## src/rtl/lcd_pkg.sv

```systemverilog
// rtl/lcd_pkg.sv - shared LCD command constants, top-state encoding and buffer geometry
package lcd_pkg;

  localparam logic [7:0] FUNC_SET = 8'h38;
  localparam logic [7:0] DISP_ON  = 8'h0C;
  localparam logic [7:0] CLEAR    = 8'h01;
  localparam logic [7:0] ENTRY    = 8'h06;
  localparam logic [7:0] LINE1    = 8'h80;
  localparam logic [7:0] LINE2    = 8'hC0;

  localparam int NUM_CHARS  = 32;
  localparam int LINE_CHARS = 16;
  localparam int ADDR_W     = 5;

  typedef enum logic [2:0] {
    ST_PWR_WAIT,
    ST_INIT,
    ST_LINE_CMD,
    ST_FETCH,
    ST_XFER,
    ST_IDLE
  } top_state_t;

  function automatic logic [7:0] init_cmd(input logic [1:0] idx);
    case (idx)
      2'd0:    init_cmd = FUNC_SET;
      2'd1:    init_cmd = DISP_ON;
      2'd2:    init_cmd = CLEAR;
      default: init_cmd = ENTRY;
    endcase
  endfunction

endpackage

```

## src/rtl/lcd_strobe.sv

```systemverilog
// rtl/lcd_strobe.sv - one LCD byte transfer: setup cycle, enable pulse, post-pulse wait
module lcd_strobe #(
  parameter int EN_HIGH_CYCLES    = 25,
  parameter int CMD_WAIT_CYCLES   = 2500,
  parameter int CLEAR_WAIT_CYCLES = 100000
) (
  input  logic       clk,
  input  logic       rst,
  input  logic       start,
  input  logic       rs,
  input  logic [7:0] data,
  input  logic       long_wait,
  output logic       lcd_en,
  output logic       lcd_rs,
  output logic [7:0] lcd_data,
  output logic       busy,
  output logic       done
);

  localparam int MAX_A   = (EN_HIGH_CYCLES > CMD_WAIT_CYCLES) ? EN_HIGH_CYCLES : CMD_WAIT_CYCLES;
  localparam int MAX_CNT = (MAX_A > CLEAR_WAIT_CYCLES) ? MAX_A : CLEAR_WAIT_CYCLES;
  localparam int CNT_W   = $clog2(MAX_CNT + 1);

  localparam logic [CNT_W-1:0] HIGH_LAST  = CNT_W'(EN_HIGH_CYCLES - 1);
  localparam logic [CNT_W-1:0] SHORT_LAST = CNT_W'(CMD_WAIT_CYCLES - 1);
  localparam logic [CNT_W-1:0] LONG_LAST  = CNT_W'(CLEAR_WAIT_CYCLES - 1);

  typedef enum logic [1:0] {PH_IDLE, PH_SETUP, PH_HIGH, PH_WAIT} phase_t;

  phase_t           phase, phase_n;
  logic [CNT_W-1:0] cnt, cnt_n;
  logic [CNT_W-1:0] wait_last;
  logic             long_q;
  logic             accept;

  assign wait_last = long_q ? LONG_LAST : SHORT_LAST;
  assign busy      = (phase != PH_IDLE);
  // A new transfer may chain directly off the last wait cycle of the previous one.
  assign accept    = start && ((phase == PH_IDLE) || done);

  always_comb begin
    phase_n = phase;
    cnt_n   = cnt;
    done    = 1'b0;
    unique case (phase)
      PH_IDLE: ;
      PH_SETUP: begin
        phase_n = PH_HIGH;
        cnt_n   = '0;
      end
      PH_HIGH: begin
        if (cnt == HIGH_LAST) begin
          phase_n = PH_WAIT;
          cnt_n   = '0;
        end else begin
          cnt_n = cnt + CNT_W'(1);
        end
      end
      PH_WAIT: begin
        if (cnt == wait_last) begin
          done    = 1'b1;
          phase_n = PH_IDLE;
        end else begin
          cnt_n = cnt + CNT_W'(1);
        end
      end
      default: phase_n = PH_IDLE;
    endcase
    if (accept) begin
      phase_n = PH_SETUP;
    end
  end

  always_ff @(posedge clk or posedge rst) begin
    if (rst) begin
      phase    <= PH_IDLE;
      cnt      <= '0;
      lcd_en   <= 1'b0;
      lcd_rs   <= 1'b0;
      lcd_data <= 8'h00;
      long_q   <= 1'b0;
    end else begin
      phase  <= phase_n;
      cnt    <= cnt_n;
      lcd_en <= (phase_n == PH_HIGH);
      if (accept) begin
        lcd_data <= data;
        lcd_rs   <= rs;
        long_q   <= long_wait;
      end
    end
  end

endmodule

```

## src/rtl/lcd_frame_reader.sv

```systemverilog
// rtl/lcd_frame_reader.sv - init sequence then endless refresh of a 16x2 LCD from the 32-byte buffer
module lcd_frame_reader #(
  parameter int POWERUP_CYCLES    = 750000,
  parameter int EN_HIGH_CYCLES    = 25,
  parameter int CMD_WAIT_CYCLES   = 2500,
  parameter int CLEAR_WAIT_CYCLES = 100000
) (
  input  logic       clk,
  input  logic       rst,
  input  logic       refresh_en,
  output logic [4:0] mem_rd_addr,
  input  logic [7:0] mem_rd_data,
  output logic [7:0] lcd_data,
  output logic       lcd_rs,
  output logic       lcd_rw,
  output logic       lcd_en,
  output logic       init_done,
  output logic       frame_done
);

  import lcd_pkg::*;

  localparam int              PWR_W         = $clog2(POWERUP_CYCLES + 1);
  localparam logic [PWR_W-1:0] PWR_LAST     = PWR_W'(POWERUP_CYCLES);
  localparam logic [4:0]      LAST_ADDR     = 5'(NUM_CHARS - 1);
  localparam logic [4:0]      LINE_END_ADDR = 5'(LINE_CHARS - 1);

  top_state_t       state, state_n;
  logic [PWR_W-1:0] pwr_cnt;
  logic [1:0]       init_idx;
  logic [4:0]       addr;
  logic             fetch_cnt;

  logic             strb_start;
  logic             strb_rs;
  logic [7:0]       strb_data;
  logic             strb_long;
  logic             strb_busy;
  logic             strb_done;

  assign lcd_rw    = 1'b0;
  assign strb_long = !strb_rs && (strb_data == CLEAR);

  // Each transfer is launched on the edge that enters its state, so its setup
  // cycle is the first cycle of that state and transfers chain without gaps.
  always_comb begin
    state_n    = state;
    strb_start = 1'b0;
    strb_rs    = 1'b0;
    strb_data  = 8'h00;
    unique case (state)
      ST_PWR_WAIT: begin
        if (pwr_cnt == PWR_LAST) begin
          state_n    = ST_INIT;
          strb_start = 1'b1;
          strb_data  = init_cmd(2'd0);
        end
      end
      ST_INIT: begin
        if (strb_done) begin
          strb_start = 1'b1;
          if (init_idx == 2'd3) begin
            state_n   = ST_LINE_CMD;
            strb_data = LINE1;
          end else begin
            strb_data = init_cmd(init_idx + 2'd1);
          end
        end
      end
      ST_LINE_CMD: begin
        if (strb_done) begin
          state_n = ST_FETCH;
        end
      end
      ST_FETCH: begin
        if (fetch_cnt) begin
          state_n    = ST_XFER;
          strb_start = 1'b1;
          strb_rs    = 1'b1;
          strb_data  = mem_rd_data;
        end
      end
      ST_XFER: begin
        if (strb_done) begin
          if (addr == LAST_ADDR) begin
            if (refresh_en) begin
              state_n    = ST_LINE_CMD;
              strb_start = 1'b1;
              strb_data  = LINE1;
            end else begin
              state_n = ST_IDLE;
            end
          end else if (addr == LINE_END_ADDR) begin
            state_n    = ST_LINE_CMD;
            strb_start = 1'b1;
            strb_data  = LINE2;
          end else begin
            state_n = ST_FETCH;
          end
        end
      end
      ST_IDLE: begin
        if (refresh_en && !strb_busy) begin
          state_n    = ST_LINE_CMD;
          strb_start = 1'b1;
          strb_data  = LINE1;
        end
      end
      default: state_n = ST_PWR_WAIT;
    endcase
  end

  always_ff @(posedge clk or posedge rst) begin
    if (rst) begin
      state       <= ST_PWR_WAIT;
      pwr_cnt     <= '0;
      init_idx    <= 2'd0;
      addr        <= 5'd0;
      fetch_cnt   <= 1'b0;
      mem_rd_addr <= 5'd0;
      init_done   <= 1'b0;
      frame_done  <= 1'b0;
    end else begin
      state <= state_n;
      if (state == ST_PWR_WAIT) begin
        pwr_cnt <= pwr_cnt + PWR_W'(1);
      end
      if ((state == ST_INIT) && strb_done) begin
        init_idx <= init_idx + 2'd1;
        if (init_idx == 2'd3) begin
          init_done <= 1'b1;
        end
      end
      fetch_cnt <= (state == ST_FETCH) ? ~fetch_cnt : 1'b0;
      if ((state == ST_XFER) && strb_done) begin
        addr <= addr + 5'd1;
      end
      // Read address is presented on FETCH entry; coming straight from XFER it
      // must already be the incremented address.
      if ((state_n == ST_FETCH) && (state != ST_FETCH)) begin
        mem_rd_addr <= (state == ST_XFER) ? (addr + 5'd1) : addr;
      end
      frame_done <= (state == ST_XFER) && strb_done && (addr == LAST_ADDR);
    end
  end

  lcd_strobe #(
    .EN_HIGH_CYCLES   (EN_HIGH_CYCLES),
    .CMD_WAIT_CYCLES  (CMD_WAIT_CYCLES),
    .CLEAR_WAIT_CYCLES(CLEAR_WAIT_CYCLES)
  ) u_strobe (
    .clk      (clk),
    .rst      (rst),
    .start    (strb_start),
    .rs       (strb_rs),
    .data     (strb_data),
    .long_wait(strb_long),
    .lcd_en   (lcd_en),
    .lcd_rs   (lcd_rs),
    .lcd_data (lcd_data),
    .busy     (strb_busy),
    .done     (strb_done)
  );

endmodule

```

## config.mk

```make
export PLATFORM = sky130hd
export DESIGN_NAME = lcd_frame_reader
export DESIGN_NICKNAME = d
export VERILOG_FILES = /design/src/rtl/lcd_pkg.sv /design/src/rtl/lcd_strobe.sv /design/src/rtl/lcd_frame_reader.sv
export SDC_FILE = /design/constraint.sdc
export NUM_CORES = 1
export LEC_CHECK = 0
export ABC_AREA = 1
export BUFFER_PORTS_ARGS = -buffer_cell sky130_fd_sc_hd__buf_2
export CAP_MARGIN = 20
export CORE_MARGIN = 5
export CORE_UTILIZATION = 45
export DETAILED_ROUTE_END_ITERATION = 10
export RECOVER_POWER = 25
export SYNTH_ARGS = -nofsm -noshare
export SYNTH_HDL_FRONTEND = slang
export SYNTH_HIERARCHICAL = 1
export SYNTH_SLANG_ARGS = --single-unit
```

## constraint.sdc

```tcl
create_clock -name clk -period 4.1 [get_ports clk]
set_input_delay 0.41 -clock clk [delete_from_list [all_inputs] [get_ports clk]]
set_output_delay 0.41 -clock clk [all_outputs]
set_load 0.01 [all_outputs]
```

==> results of run 1 <==
-- cell usage after synthesis --
cell	number	area share
nand3_2	2	0.0046
buf_6	4	0.010
o21ai_1	7	0.0081
a22o_2	1	0.0023
inv_2	10	0.0086
nand2_2	2	0.0029
buf_8	1	0.0035
a21oi_1	2	0.0023
nand3_4	2	0.0081
o211ai_1	9	0.016
nor3_2	1	0.0023
inv_1	58	0.050
nor2_2	5	0.0072
clkinv_2	1	0.0012
xor2_1	20	0.040
buf_2	4	0.0046
or2_2	1	0.0014
nand4_2	1	0.0029
nand4_1	14	0.020
xor2_2	1	0.0037
nor3_1	6	0.0069
nand3_1	55	0.063
nor2_8	2	0.0092
xnor2_1	7	0.014
buf_4	2	0.0035
dfrtp_1	68	0.39
clkbuf_1	1	0.00086
nor2_4	7	0.018
nand2_1	161	0.14
o22ai_1	1	0.0014
nor2_1	56	0.048
nand3b_4	1	0.0046
conb_1	1	0.00086
nor3_4	1	0.0037
nand2b_1	1	0.0014
o21ai_0	26	0.030
ha_1	15	0.043
nand3b_1	1	0.0017
nand2_4	7	0.018
-- metrics by stage --
step	utilization	hold slack [ns]	area (um^2)	power [mW]
floorplan	-	0.446	4350	1.25
global placement	0.489	0.450	4560	1.29
detailed placement	0.489	0.455	4560	1.30
CTS	0.509	0.138	4740	1.84
global route	0.508	0.409	4740	1.93
finish	0.508	0.387	4740	1.80
-- routing by layer --
| layer | track usage | share of wire | vias up |
|---|---|---|---|
| met1 | 0.218 | 0.48 | 1647 |
| met5 | 0 | 0 | - |
| li1 | - | - | 1846 |
| met2 | 0.266 | 0.47 | 78 |
| met3 | 0.0406 | 0.044 | 4 |
| met4 | 0.0406 | 0.0041 | 0 |
-- worst register-to-register path, cell delays in order (launching register included) --
cell and delay [ns]:
dfrtp_1 0.42, ha_1 0.23, nand2_1 0.07, nor2_1 0.08
nand2_1 0.07, nor2_2 0.12, nand3_1 0.10, nor2_1 0.28
inv_1 0.17, nor2_2 0.30, nor3_1 0.09, nand2_1 0.30
nand2_4 0.16, nand2_1 0.10, nand2_1 0.05
-- worst paths after layout --
path	to	slack, ns
worst max register to register	u_strobe/lcd_data[6]	1.46
worst min register to register	u_strobe/lcd_rs	0.47
min in group asynchronous	u_strobe/lcd_en	0.63
max in group asynchronous	pwr_cnt[12]	2.10
worst max-delay path	u_strobe/lcd_data[6]	1.46
worst min-delay path	u_strobe/lcd_data[6]	0.39
-- flip-flops by register name, indices dropped and copies added, names as in the netlist --
signal	count
pwr_cnt	20
u_strobe/cnt	17
u_strobe/lcd_data	8
addr	5
mem_rd_addr	5
state	3
init_idx	2
u_strobe/phase	2
fetch_cnt	1
frame_done	1
init_done	1
u_strobe/lcd_en	1
u_strobe/lcd_rs	1
u_strobe/long_q	1
-- power by group --
part           switching (mW)  total [mW]  leakage, nW  internal [mW]
sequential             0.0866       0.826        0.928          0.739
clock                   0.281       0.521       0.0893          0.240
combinational           0.318       0.456         1.51          0.139
total                   0.685        1.80         2.52           1.12
-- layout make-up --
cell class	instances	area, um^2
well taps	129	161
clock buffers	10	138
inverters	69	260
fillers	939	4590
clock inverters	6	46.3
flip-flops and latches	68	1700
multi-input cells	416	2290
repair buffers	29	143
-- kinds of logic (layout without fill, tap and decap cells) --
family                   Yosys count  count (layout)  share of synthesized area
AO/OA/AOI/OAI                     46              46                     0.0596
XOR/XNOR                          28              28                     0.0581
adder cells (fa/ha/maj)           15              15                     0.0432
buffers and inverters             81             114                     0.0826
flip-flops                        68              68                      0.391
other                              1               1                   0.000863
AND/OR/NAND/NOR                  326             326                      0.364
==> results.py, run 1 <==
metrics = {
    "outcome": {
        "status": "complete, but fails checks",
        "violations": "capacitance limit, slew limit",
    },
    "clocking": {
        "clkTransAtPathRegs_ns": 0.08,
        "cts_hold_buf": 0,
        "numCtsBuffers": 9,
        "clock_path_buffers": 2,
        "cts.sinks": 68,
        "cts.repair.resized": 0,
        "cts_tree": "done",
        "cts_htree_levels": 3,
        "clk_latency_ns": 0.35,
        "cts_root_buf": "clkbuf_8",
        "cts_setup_buffers": 0,
    },
    "placed_design": {
        "place.gp.congestion": 0.893,
        "io_buffers": 27,
        "dpl.cell_count": 711,
        "dp_hpwl_mm": 6.70,
        "dp_slack_ns": 1.45,
    },
    "sta": {
        "skew_ns": 0.00890,
        "final_hold_viol_count": 0,
        "worst_pin_slew_ns": 2.06,
        "fin_crit_sh": 0.645,
        "rsz0062_at_grt": "false",
        "fin_tns_setup_ns": 0,
        "drv_slew": 70,
        "max_slew_margin": -0.375,
        "setup_viol": 0,
        "worst_slack_ns": 1.46,
        "fmax_mhz": 378,
        "period_minus_slack_ns": 2.64,
    },
    "die": {
        "boundaryPins": 29,
        "dieArea_um2": 11700,
        "die_width_um": 108,
        "start_util": 0.466,
        "die_height_um": 108,
        "coreArea_um2": 9330,
        "rows": 35,
    },
    "pwr": {
        "ir_worst_vdd_uv": 259,
        "leakage_nw": 2.52,
        "powerDensity_nw_per_um2": 381,
    },
    "worst_setup_path": {
        "r2r_cells": 14,
        "cp-end-kind": "register",
        "cp-start-kind": "register",
        "path_buf_inv": 1,
        "startpoint": "u_strobe/cnt[0]",
        "worstSetupPathType": "register to register",
        "crit_top_cell": "nand2_1",
        "cp.depth": 14,
        "crit_fanout": 11,
        "crit_required_ns": 4.34,
        "reg2reg_from": "u_strobe/cnt[0]",
        "crit_family": "simple AND/OR/NAND/NOR gates",
        "critPathMaxStageDelay_ns": 0.42,
        "crit_slowest_cell": "dfrtp_1",
        "crit_chain": "ha_1 -> nand2_1 -> nor2_1 -> nand2_1 -> nor2_2 -> nand3_1 -> nor2_1 -> inv_1 -> nor2_2 -> nor3_1 -> nand2_1 -> nand2_4 -> nand2_1 -> nand2_1",
        "crit_arrival_ns": 2.89,
    },
    "global_route": {
        "grt_start_max_net_pins": 42,
        "grt_overflow": 0,
        "grt_pass1_vias": 3343,
        "grt_antenna_before_repair": 0,
        "grt_pass1_wl_mm": 15.3,
        "grt.total_usage": 0.163,
    },
    "run": {
        "maxCapViolCount": 2,
    },
    "yosys": {
        "yosysWarnings": 6,
        "yosysSeqAreaShare": 0.391,
        "syn-num-nets": 591,
        "avgSynthCellArea_um2": 7.69,
        "ys_ff_latch": 68,
        "synth_cells": 565,
        "yosysUniqueCellTypes": 39,
        "syn_area_um2": 4350,
    },
    "drt": {
        "ant_nets": 0,
        "drc": 0,
        "routed_wl_mm": 9.02,
        "dr_total_vias": 3575,
        "viasPerCell": 4.92,
        "firstDrtPassIters": 5,
        "wl_per_cell_um": 12.4,
        "drtIter0Drc": 121,
    },
    "min_path": {
        "min_path_cells": 5,
        "hold_path.class": "input port to register",
        "worstHoldStart": "mem_rd_data[6]",
    },
    "layout": {
        "instances_no_fill": 727,
        "antenna_cells": 0,
        "layout-drive-gt1-share": 0.147,
        "final_common_cell": "nand2_1",
        "nets": 619,
        "syn2layout_area_growth_pct": 8.95,
        "layout_common_cells": "nand2_1, dfrtp_1, inv_1, nor2_1, nand3_1",
    },
}
Power figures use the tool's default switching activity.
==> run 2: changes to the inputs <==
==> constraint.sdc (replaced) <==
create_clock -name clk -period 2.7 [get_ports clk]
set_input_delay 0.27 -clock clk [delete_from_list [all_inputs] [get_ports clk]]
set_output_delay 0.27 -clock clk [all_outputs]
set_load 0.01 [all_outputs]
==> run 2 against run 1 <==
Effect of this change: the run still ends with capacitance limit, slew limit left; via count decreased by 0.45%; critical path depth increased by 1; first-iteration DRC count increased by 9.9%; register-to-register slack got worse by 1.1 ns; cell count increased by 0.69%; die area unchanged; critical endpoint is now u_strobe/long_q; highest routed layer unchanged.
==> results.py, run 2 (same netlist as run 1, synthesis figures left out) <==
metrics = {
    "layout": {
        "antenna_cells": 0,
        "register_area_um2": 1700,
        "stdcell_area_um2": 4810,
        "layout_common_cells": "nand2_1, dfrtp_1, inv_1, nand3_1, nor2_1",
        "instances_no_fill": 732,
        "syn2layout_area_growth_pct": 10.7,
        "regMostFlops": "pwr_cnt",
        "final_common_cell": "nand2_1",
        "fill_cells": 917,
        "layout-drive-gt1-share": 0.159,
        "reg_top3": "pwr_cnt: 20 flops, u_strobe/cnt: 17 flops, u_strobe/lcd_data: 8 flops",
        "multiInputGateArea_um2": 2290,
        "largest_reg_flops": 20,
        "nets": 624,
    },
    "placed_design": {
        "dpl.cell_count": 716,
        "placed_area_um2": 4600,
        "dp_hpwl_mm": 6.91,
        "place.gp.congestion": 0.903,
        "io_buffers": 27,
    },
    "clocking": {
        "cts_htree_levels": 3,
        "cts_tree": "done",
        "numCtsBuffers": 9,
        "clock_path_buffers": 2,
        "clk_latency_ns": 0.34,
        "cts.sinks": 68,
        "cts_root_buf": "clkbuf_8",
        "clkTransAtPathRegs_ns": 0.08,
        "cts_setup_buffers": 0,
    },
    "worst_setup_path": {
        "crit_fanout": 7,
        "r2r_cells": 15,
        "r2r_setup_slack_ns": 0.36,
        "startpoint": "u_strobe/cnt[0]",
        "reg2reg_from": "u_strobe/cnt[0]",
        "crit_arrival_ns": 2.62,
        "critPathMaxStageDelay_ns": 0.43,
        "worstSetupPathType": "register to register",
        "crit_slowest_cell": "dfrtp_1",
        "cp-start-kind": "register",
        "critPathCapture": "u_strobe/long_q",
        "crit_required_ns": 2.98,
        "crit_family": "simple AND/OR/NAND/NOR gates",
        "cp-end-kind": "register",
        "cp.depth": 15,
        "r2r_end": "u_strobe/long_q",
        "crit_chain": "ha_1 -> nand2_1 -> nor2_1 -> nand2_1 -> nor2_2 -> nand3_1 -> nor2_2 -> inv_1 -> nor2_2 -> buf_4 -> a22o_2 -> nand3_1 -> nor2_1 -> nand3_1 -> nand2_1",
        "path_buf_inv": 2,
    },
    "drt": {
        "wl_per_cell_um": 12.4,
        "drc": 0,
        "drtIter0Drc": 133,
        "firstDrtPassIters": 4,
        "viasPerCell": 4.86,
        "dr_total_vias": 3559,
        "ant_nets": 0,
        "routed_wl_mm": 9.09,
    },
    "die": {
        "die_width_um": 108,
        "die_height_um": 108,
        "dieArea_um2": 11700,
        "rows": 35,
        "boundaryPins": 29,
        "start_util": 0.466,
        "coreArea_um2": 9330,
    },
    "sta": {
        "drv_slew": 31,
        "fin_crit_sh": 0.867,
        "period_minus_slack_ns": 2.34,
        "fmax_mhz": 427,
        "skew_ns": 0.00801,
        "setup_viol": 0,
        "max_slew_margin": -0.0870,
        "rsz0062_at_grt": "false",
        "holdWs_ns": 0.0881,
        "worst_pin_slew_ns": 1.63,
        "final_hold_viol_count": 0,
        "fin_tns_setup_ns": 0,
    },
    "pwr": {
        "ir_worst_vdd_uv": 410,
        "powerDensity_nw_per_um2": 593,
        "leakage_nw": 2.57,
    },
    "global_route": {
        "grt_pass1_wl_mm": 16.1,
        "grt.total_usage": 0.170,
        "grt_overflow": 0,
        "grt_pass1_vias": 3471,
        "grt_start_max_net_pins": 42,
        "grt_antenna_before_repair": 0,
    },
    "run": {
        "maxCapViolCount": 1,
    },
    "outcome": {
        "status": "complete, but fails checks",
        "violations": "capacitance limit, slew limit",
    },
    "min_path": {
        "hold_path.class": "input port to asynchronous set/reset pin",
    },
}
==> run 2: changes by cell type in the layout (fill, tap and decap cells not counted), sizes merged <==
cell,previous run,this run
buf,27,33
bufinv,0,1
clkinv,3,4
clkinvlp,2,1
inv,70,68
==> run 2: worst min path at each step <==
stage	startpoint	end	cells past startpoint
floorplan	rst	u_strobe/cnt[0]	1
global route	rst	pwr_cnt[2]	2
global placement	rst	u_strobe/lcd_en	3
detailed placement	rst	u_strobe/lcd_en	3
finish	rst	pwr_cnt[17]	2
CTS	rst	u_strobe/lcd_en	3
==> run 2: layout make-up <==
| cell class | instances | area share |
|---|---|---|
| clock inverters | 5 | 0.0125 |
| repair buffers | 34 | 0.0382 |
| well taps | 129 | 0.0336 |
| multi-input cells | 416 | 0.476 |
| clock buffers | 11 | 0.0315 |
| flip-flops and latches | 68 | 0.354 |
| inverters | 69 | 0.0541 |
==> run 2: power breakdown <==
group / switching [mW] / internal [mW] / total [mW]
sequential: 0.117 / 1.12 / 1.24
clock: 0.401 / 0.479 / 0.879
combinational: 0.503 / 0.232 / 0.735
total: 1.02 / 1.83 / 2.85
==> run 2: metrics by stage <==
step / util / total power [mW] / setup slack, ns
2_1_floorplan: - / 1.89 / 0.548
3_3_place_gp: 0.493 / 1.99 / 0.373
3_5_place_dp: 0.493 / 2.00 / 0.225
4_1_cts: 0.515 / 2.91 / 0.197
5_1_grt: 0.516 / 3.05 / 0.0727
6_report: 0.516 / 2.85 / 0.359
==> run 2: timing repair <==
| item | in CTS | in global routing |
|---|---|---|
| setup endpoints to repair | 0 | 11 |
| hold endpoints to repair | 0 | 0 |
| gates resized for setup | 0 | 2 |
| hold buffers | 0 | 0 |
==> run 2: layer usage <==
metal / GRT usage / part of all wire / routed length [um]
met1: 0.239 / 0.49 / 4480
met2: 0.271 / 0.46 / 4210
met3: 0.0310 / 0.033 / 301
met4: 0.0460 / 0.011 / 102
met5: 0 / 0 / 0
